### src/rtl/game_pkg.sv
// game_pkg
// Shared types for the penalty simulator game controller.
//   game_state_t : screen-level state seen by screen_selector and drawing blocks
//   game_mode_t  : SOLO / MULTI, latched on an accepted start
//   seq_state_t  : internal sequencing state of match_sequencer
//   outcome_t    : result of the end-of-hold decision
package game_pkg;

    typedef enum logic [2:0] {
        START   = 3'd0,
        KEEPER  = 3'd1,
        SHOOTER = 3'd2,
        WINNER  = 3'd3,
        LOOSER  = 3'd4
    } game_state_t;

    typedef enum logic {
        SOLO  = 1'b0,
        MULTI = 1'b1
    } game_mode_t;

    typedef enum logic [1:0] {
        S_START = 2'd0,
        S_PLAY  = 2'd1,
        S_HOLD  = 2'd2,
        S_END   = 2'd3
    } seq_state_t;

    typedef enum logic [1:0] {
        OUT_NEXT = 2'd0,
        OUT_WIN  = 2'd1,
        OUT_LOSE = 2'd2
    } outcome_t;

endpackage

### src/rtl/frame_hold_timer.sv
// frame_hold_timer
// Loadable down-counter advanced by frame_tick.
//   clk, rst  : clock, synchronous active-high reset (count -> 0)
//   load      : load count with load_val (wins over a simultaneous tick)
//   load_val  : reload value
//   tick      : decrement enable, one pulse per frame
//   done      : one-cycle pulse on the tick that takes the count from 1 to 0
// done is combinational so the caller can act on the very edge that
// samples the final tick.
module frame_hold_timer #(
    parameter int CNT_W = 7
) (
    input  logic             clk,
    input  logic             rst,
    input  logic             load,
    input  logic [CNT_W-1:0] load_val,
    input  logic             tick,
    output logic             done
);

    logic [CNT_W-1:0] cnt;

    assign done = tick && !load && (cnt == CNT_W'(1));

    always_ff @(posedge clk) begin
        if (rst) begin
            cnt <= '0;
        end else if (load) begin
            cnt <= load_val;
        end else if (tick && (cnt != '0)) begin
            cnt <= cnt - 1'b1;
        end
    end

endmodule

### src/rtl/match_sequencer.sv
// match_sequencer
// Game controller: alternates shooter/keeper rounds, holds each shot
// result for a number of frames, resolves regulation and sudden death.
//   clk, rst       : clock, synchronous active-high reset
//   start_btn      : start / return-to-start pulse
//   mode_sel       : 0 SOLO, 1 MULTI, sampled on an accepted start
//   frame_tick     : one pulse per video frame
//   shot_resolved  : current shot finished (pulse)
//   shot_goal      : qualifies shot_resolved, 1 = goal
//   game_state     : START/KEEPER/SHOOTER/WINNER/LOOSER
//   game_mode      : latched mode
//   round_counter  : 0-based round, even = player shoots, odd = player keeps
//   score_player   : player goals (saturating)
//   score_opp      : opponent goals (saturating)
//   is_scored      : last shot was a goal, valid during the result hold
//   dbg_state      : internal sequencing state
// Input handshake: every control input is a single-cycle pulse with no
// back-pressure. A pulse is consumed on the edge that samples it if the
// current state accepts that input; otherwise it is silently dropped.
// All outputs are registered and change on the sampling edge.
module match_sequencer
    import game_pkg::*;
#(
    parameter int REG_ROUNDS  = 10,
    parameter int MAX_ROUNDS  = 30,
    parameter int HOLD_FRAMES = 90,
    parameter int ROUND_W     = 5,
    parameter int SCORE_W     = 5
) (
    input  logic               clk,
    input  logic               rst,
    input  logic               start_btn,
    input  logic               mode_sel,
    input  logic               frame_tick,
    input  logic               shot_resolved,
    input  logic               shot_goal,
    output game_state_t        game_state,
    output game_mode_t         game_mode,
    output logic [ROUND_W-1:0] round_counter,
    output logic [SCORE_W-1:0] score_player,
    output logic [SCORE_W-1:0] score_opp,
    output logic               is_scored,
    output seq_state_t         dbg_state
);

    // A zero hold would never produce a done pulse; hold at least one frame.
    localparam int HOLD_EFF = (HOLD_FRAMES < 1) ? 1 : HOLD_FRAMES;
    localparam int HOLD_W   = $clog2(HOLD_EFF + 1);

    seq_state_t         state, state_n;
    game_state_t        gs_n;
    game_mode_t         mode_n;
    logic [ROUND_W-1:0] round_n;
    logic [SCORE_W-1:0] sp_n, so_n;
    logic               sc_n;
    logic               timer_load;
    logic               hold_done;

    function automatic logic [SCORE_W-1:0] sat_inc(input logic [SCORE_W-1:0] v);
        return (v == '1) ? v : v + 1'b1;
    endfunction

    // Decision at the end of a hold. Regulation is only settled after a
    // keeper round (odd r) so both sides have had the same number of shots;
    // a tie at the hard cap is a loss.
    function automatic outcome_t decide_outcome(input logic [ROUND_W-1:0] r,
                                                input logic [SCORE_W-1:0] p,
                                                input logic [SCORE_W-1:0] o);
        int nr;
        nr = int'(r) + 1;
        if (nr < REG_ROUNDS) begin
            return OUT_NEXT;
        end else if (r[0] && (p != o)) begin
            return (p > o) ? OUT_WIN : OUT_LOSE;
        end else if (nr < MAX_ROUNDS) begin
            return OUT_NEXT;
        end else begin
            return OUT_LOSE;
        end
    endfunction

    frame_hold_timer #(
        .CNT_W(HOLD_W)
    ) u_hold (
        .clk      (clk),
        .rst      (rst),
        .load     (timer_load),
        .load_val (HOLD_W'(HOLD_EFF)),
        .tick     (frame_tick && (state == S_HOLD)),
        .done     (hold_done)
    );

    always_ff @(posedge clk) begin
        if (rst) begin
            state         <= S_START;
            game_state    <= START;
            game_mode     <= MULTI;
            round_counter <= '0;
            score_player  <= '0;
            score_opp     <= '0;
            is_scored     <= 1'b0;
        end else begin
            state         <= state_n;
            game_state    <= gs_n;
            game_mode     <= mode_n;
            round_counter <= round_n;
            score_player  <= sp_n;
            score_opp     <= so_n;
            is_scored     <= sc_n;
        end
    end

    always_comb begin
        state_n    = state;
        gs_n       = game_state;
        mode_n     = game_mode;
        round_n    = round_counter;
        sp_n       = score_player;
        so_n       = score_opp;
        sc_n       = is_scored;
        timer_load = 1'b0;

        case (state)
            S_START: begin
                if (start_btn) begin
                    mode_n  = game_mode_t'(mode_sel);
                    sp_n    = '0;
                    so_n    = '0;
                    round_n = '0;
                    sc_n    = 1'b0;
                    gs_n    = SHOOTER;
                    state_n = S_PLAY;
                end
            end
            S_PLAY: begin
                // A tick in the same cycle is dropped: the hold starts here.
                if (shot_resolved) begin
                    sc_n = shot_goal;
                    if (shot_goal) begin
                        if (round_counter[0]) so_n = sat_inc(score_opp);
                        else                  sp_n = sat_inc(score_player);
                    end
                    timer_load = 1'b1;
                    state_n    = S_HOLD;
                end
            end
            S_HOLD: begin
                if (hold_done) begin
                    case (decide_outcome(round_counter, score_player, score_opp))
                        OUT_WIN: begin
                            gs_n    = WINNER;
                            state_n = S_END;
                        end
                        OUT_LOSE: begin
                            gs_n    = LOOSER;
                            state_n = S_END;
                        end
                        default: begin
                            round_n = round_counter + 1'b1;
                            sc_n    = 1'b0;
                            gs_n    = round_counter[0] ? SHOOTER : KEEPER;
                            state_n = S_PLAY;
                        end
                    endcase
                end
            end
            S_END: begin
                if (start_btn) begin
                    gs_n    = START;
                    state_n = S_START;
                end
            end
            default: begin
                state_n = S_START;
                gs_n    = START;
            end
        endcase
    end

    assign dbg_state = state;

endmodule

### config.mk
export PLATFORM = sky130hd
export DESIGN_NAME = match_sequencer
export DESIGN_NICKNAME = d
export VERILOG_FILES = /design/src/rtl/game_pkg.sv /design/src/rtl/frame_hold_timer.sv /design/src/rtl/match_sequencer.sv
export SDC_FILE = /design/constraint.sdc
export NUM_CORES = 1
export LEC_CHECK = 0
export BUFFER_PORTS_ARGS = -buffer_cell sky130_fd_sc_hd__buf_2
export CORE_UTILIZATION = 46
export CTS_BUF_LIST = sky130_fd_sc_hd__clkbuf_2 sky130_fd_sc_hd__clkbuf_4 sky130_fd_sc_hd__clkbuf_8
export DETAILED_ROUTE_END_ITERATION = 7
export PLACE_DENSITY_LB_ADDON = 0.12
export RECOVER_POWER = 50
export SLEW_MARGIN = 40
export SYNTH_ARGS = -nofsm -noshare
export SYNTH_HDL_FRONTEND = slang
export SYNTH_SLANG_ARGS = --single-unit
export TNS_END_PERCENT = 50
### constraint.sdc
create_clock -name clk -period 2.3 [get_ports clk]
set_input_delay 0.46 -clock clk [delete_from_list [all_inputs] [get_ports clk]]
set_output_delay 0.46 -clock clk [all_outputs]
set_load 0.05 [all_outputs]
==> flow_metrics.py <==
metrics = {
    "outcome": {
        "status": "finished with violations",
        "violations": "setup timing",
    },
    "timing": {
        "rsz0062_at_grt": "true",
        "finalHoldViolCount": 0,
        "finalCritPeriodShare": 1.02,
        "finalClockSkew_ps": 5.09,
        "setup_viol": 3,
        "max_freq_mhz": 427,
        "relSlewSlack": 0.569,
        "final_max_slew_viol_count": 0,
        "setup_tns_ps": -86.1,
        "final.setup.worst_slack_ps": -41.4,
        "finalCriticalPeriod_ps": 2340,
        "worstMarginPinSlew_ps": 647,
    },
    "floorplanning": {
        "fp-row-count": 23,
        "die_w_um": 66.3,
        "coreArea_um2": 3970,
        "dieHeight_um": 66.3,
        "start_util": 0.479,
        "io_pins": 29,
        "dieArea_um2": 4400,
    },
    "critical_path": {
        "critPathBufInv": 1,
        "path_common_cell": "ha_4",
        "critPathRequiredTime_ps": 2520,
        "cp_top_family": "simple AND/OR/NAND/NOR gates",
        "crit_slowest_cell": "dfxtp_4",
        "regToRegSetupSlack_ps": -40,
        "cp_cell_sequence": "inv_2 -> ha_4 -> nand3_4 -> o21bai_4 -> a31oi_4 -> nand3b_1 -> ha_4 -> and4_1 -> nand4_1 -> mux2_2 -> nor2_1",
        "max_stage_delay_ps": 350,
        "crit_start": "score_opp[4]",
        "critPathArrivalTime_ps": 2560,
        "start_kind": "flop",
        "crit_fanout": 7,
        "crit_path_end_kind": "flop",
        "rr_startpoint": "score_opp[4]",
        "timing.setup.critical_path_class": "flop to flop",
    },
    "pwr": {
        "powerDensity_nw_per_um2": 534,
        "vdd_drop_max_uv": 431,
        "p_leak_nw": 1.05,
    },
    "synth": {
        "async_flop_share": 0,
        "synthMuxAreaShare": 0.0671,
        "netlist_instances": 222,
        "synthAdderAreaFrac": 0.0987,
        "ys_types": 53,
        "synth_area_um2": 1900,
        "synth_xor_area_frac": 0.0276,
        "synth-simple-area-share": 0.264,
        "synth_fp_nets": 244,
        "ys_ff_latch": 29,
        "synth_top_family_by_area": "simple AND/OR/NAND/NOR gates",
        "synth_compound_area_frac": 0.172,
        "synth_edf_count": 0,
        "yosysSeqAreaShare": 0.305,
        "synth-main-ff-cell": "dfxtp_1",
        "yosysWarnings": 0,
        "syn_avg_cell_area_um2": 8.57,
    },
    "cells_and_area": {
        "layout_common_cells": "buf_4 (29), nor2_1 (20), clkbuf_1 (19)",
        "drive_gt1_frac": 0.367,
        "diodes": 0,
        "regArea_um2": 619,
        "area_growth_pct": 34.5,
        "fin_nets": 296,
        "fillers": 350,
        "final_core_util": 0.644,
        "multiInputGateArea_um2": 1380,
        "final_common_cell": "buf_4",
    },
    "grt": {
        "antenna_found_initial": 0,
        "grt_pass1_vias": 1687,
        "grt_pass1_wl_um": 7430,
        "grt_max_degree": 19,
        "grtUsageTotal": 0.225,
        "grt_overflow": 0,
    },
    "detailed_routing": {
        "wire_per_inst_um": 13.7,
        "drtAntennaViolNets": 0,
        "viasPerCell": 5.41,
        "drt_wl_total_um": 4450,
        "drtIter0Drc": 69,
        "drtPass1Iterations": 4,
        "dr_total_vias": 1757,
        "drc": 0,
    },
    "clocking": {
        "h-tree-depth": 2,
        "clk_pin_slew_ps": 60,
        "cts_root_buf": "clkbuf_8",
        "numCtsBuffers": 5,
        "insertion_delay_ps": 280,
        "ctsHoldBuffers": 0,
        "clock_path_buffers": 2,
        "cts.sinks": 29,
        "cts_tree": "yes",
    },
    "placement": {
        "dp_slack_ps": -162,
        "io_buffers": 28,
        "hpwl_um": 3330,
        "gp_congestion": 0.837,
    },
    "min_path": {
        "hp-class": "primary input to flop",
        "worstHoldStart": "mode_sel",
    },
    "run": {
        "maxCapViolCount": 0,
    },
}
==> flip-flops by register name, indices dropped and copies added (netlist names) <==
| signal | cells |
|---|---|
| game_state | 3 |
| is_scored | 1 |
| score_opp | 5 |
| dbg_state | 2 |
| round_counter | 5 |
| game_mode | 1 |
| u_hold.cnt | 7 |
| score_player | 5 |
==> repair_timing <==
item / in CTS / in global routing
hold endpoints to repair: 0 / 0
endpoints found under the setup margin: 7 / 7
pin swaps: 6 / 11
gates resized for setup: 13 / 11
setup buffers: 3 / 0
==> cells in the mapped netlist, drive strengths merged (5+ instances only) <==
library cell,instances,area [um^2]
a211oi,6,62.6
a21oi,10,50.1
clkbuf,8,30.0
dfxtp,29,581
ha,15,188
inv,18,67.6
mux2i,9,93.8
nand2,14,55.1
nand3,11,60.1
nand4,7,43.8
nor2,20,75.1
nor3,5,25.0
xnor2,5,43.8
==> report_power, final <==
part           switching, W  internal [W]
registers         0.0000267      0.000523
clock network      0.000193      0.000267
logic              0.000220      0.000136
==> tightest hold or removal path, stage by stage <==
cell,delay [ps]
buf_2,80
nand2_1,40
nand3_1,70
==> path summary, 6_finish.rpt <==
path	end	depth (start not counted)
min reg2reg	game_mode	2
min	game_mode	3
max reg2reg	round_counter[4]	11
max	round_counter[4]	11
==> layer usage <==
| layer | vias up | GRT usage | routed length [um] |
|---|---|---|---|
| met5 | - | 0 | 0 |
| met4 | 0 | 0.0931 | 85 |
| met3 | 11 | 0.0500 | 173 |
| met2 | 36 | 0.372 | 2100 |
| met1 | 802 | 0.279 | 2100 |
| li1 | 908 | - | - |
==> logic make-up (layout without fill, tap and decap cells) <==
family,count (synthesis),in the layout
xor gates and xnor gates,6,6
AOI/OAI and AO/OA,42,42
adders and majority gates,15,15
muxes,12,12
and+or+nand+nor,88,88
buffers and inverters,30,83
DFF,29,29
==> layout make-up <==
class | count | area share
Sequential cell | 29 | 0.242
Clock buffer | 8 | 0.0381
Multi-Input combinational cell | 163 | 0.537
Timing Repair Buffer | 57 | 0.131
Inverter | 18 | 0.0274
Tap cell | 50 | 0.0244
==> stage by stage <==
step / std cells / total power [W] / hold slack (ps) / instance area (um^2)
2_1_floorplan: 222 / 0.000809 / 478 / 2010
3_3_place_gp: 314 / 0.000901 / 451 / 2340
3_5_place_dp: 314 / 0.000903 / 457 / 2340
4_1_cts: 325 / 0.00136 / 387 / 2510
5_1_grt: 325 / 0.00144 / 403 / 2560
6_report: 325 / 0.00137 / 397 / 2560
(Power assumes the default switching activity.)
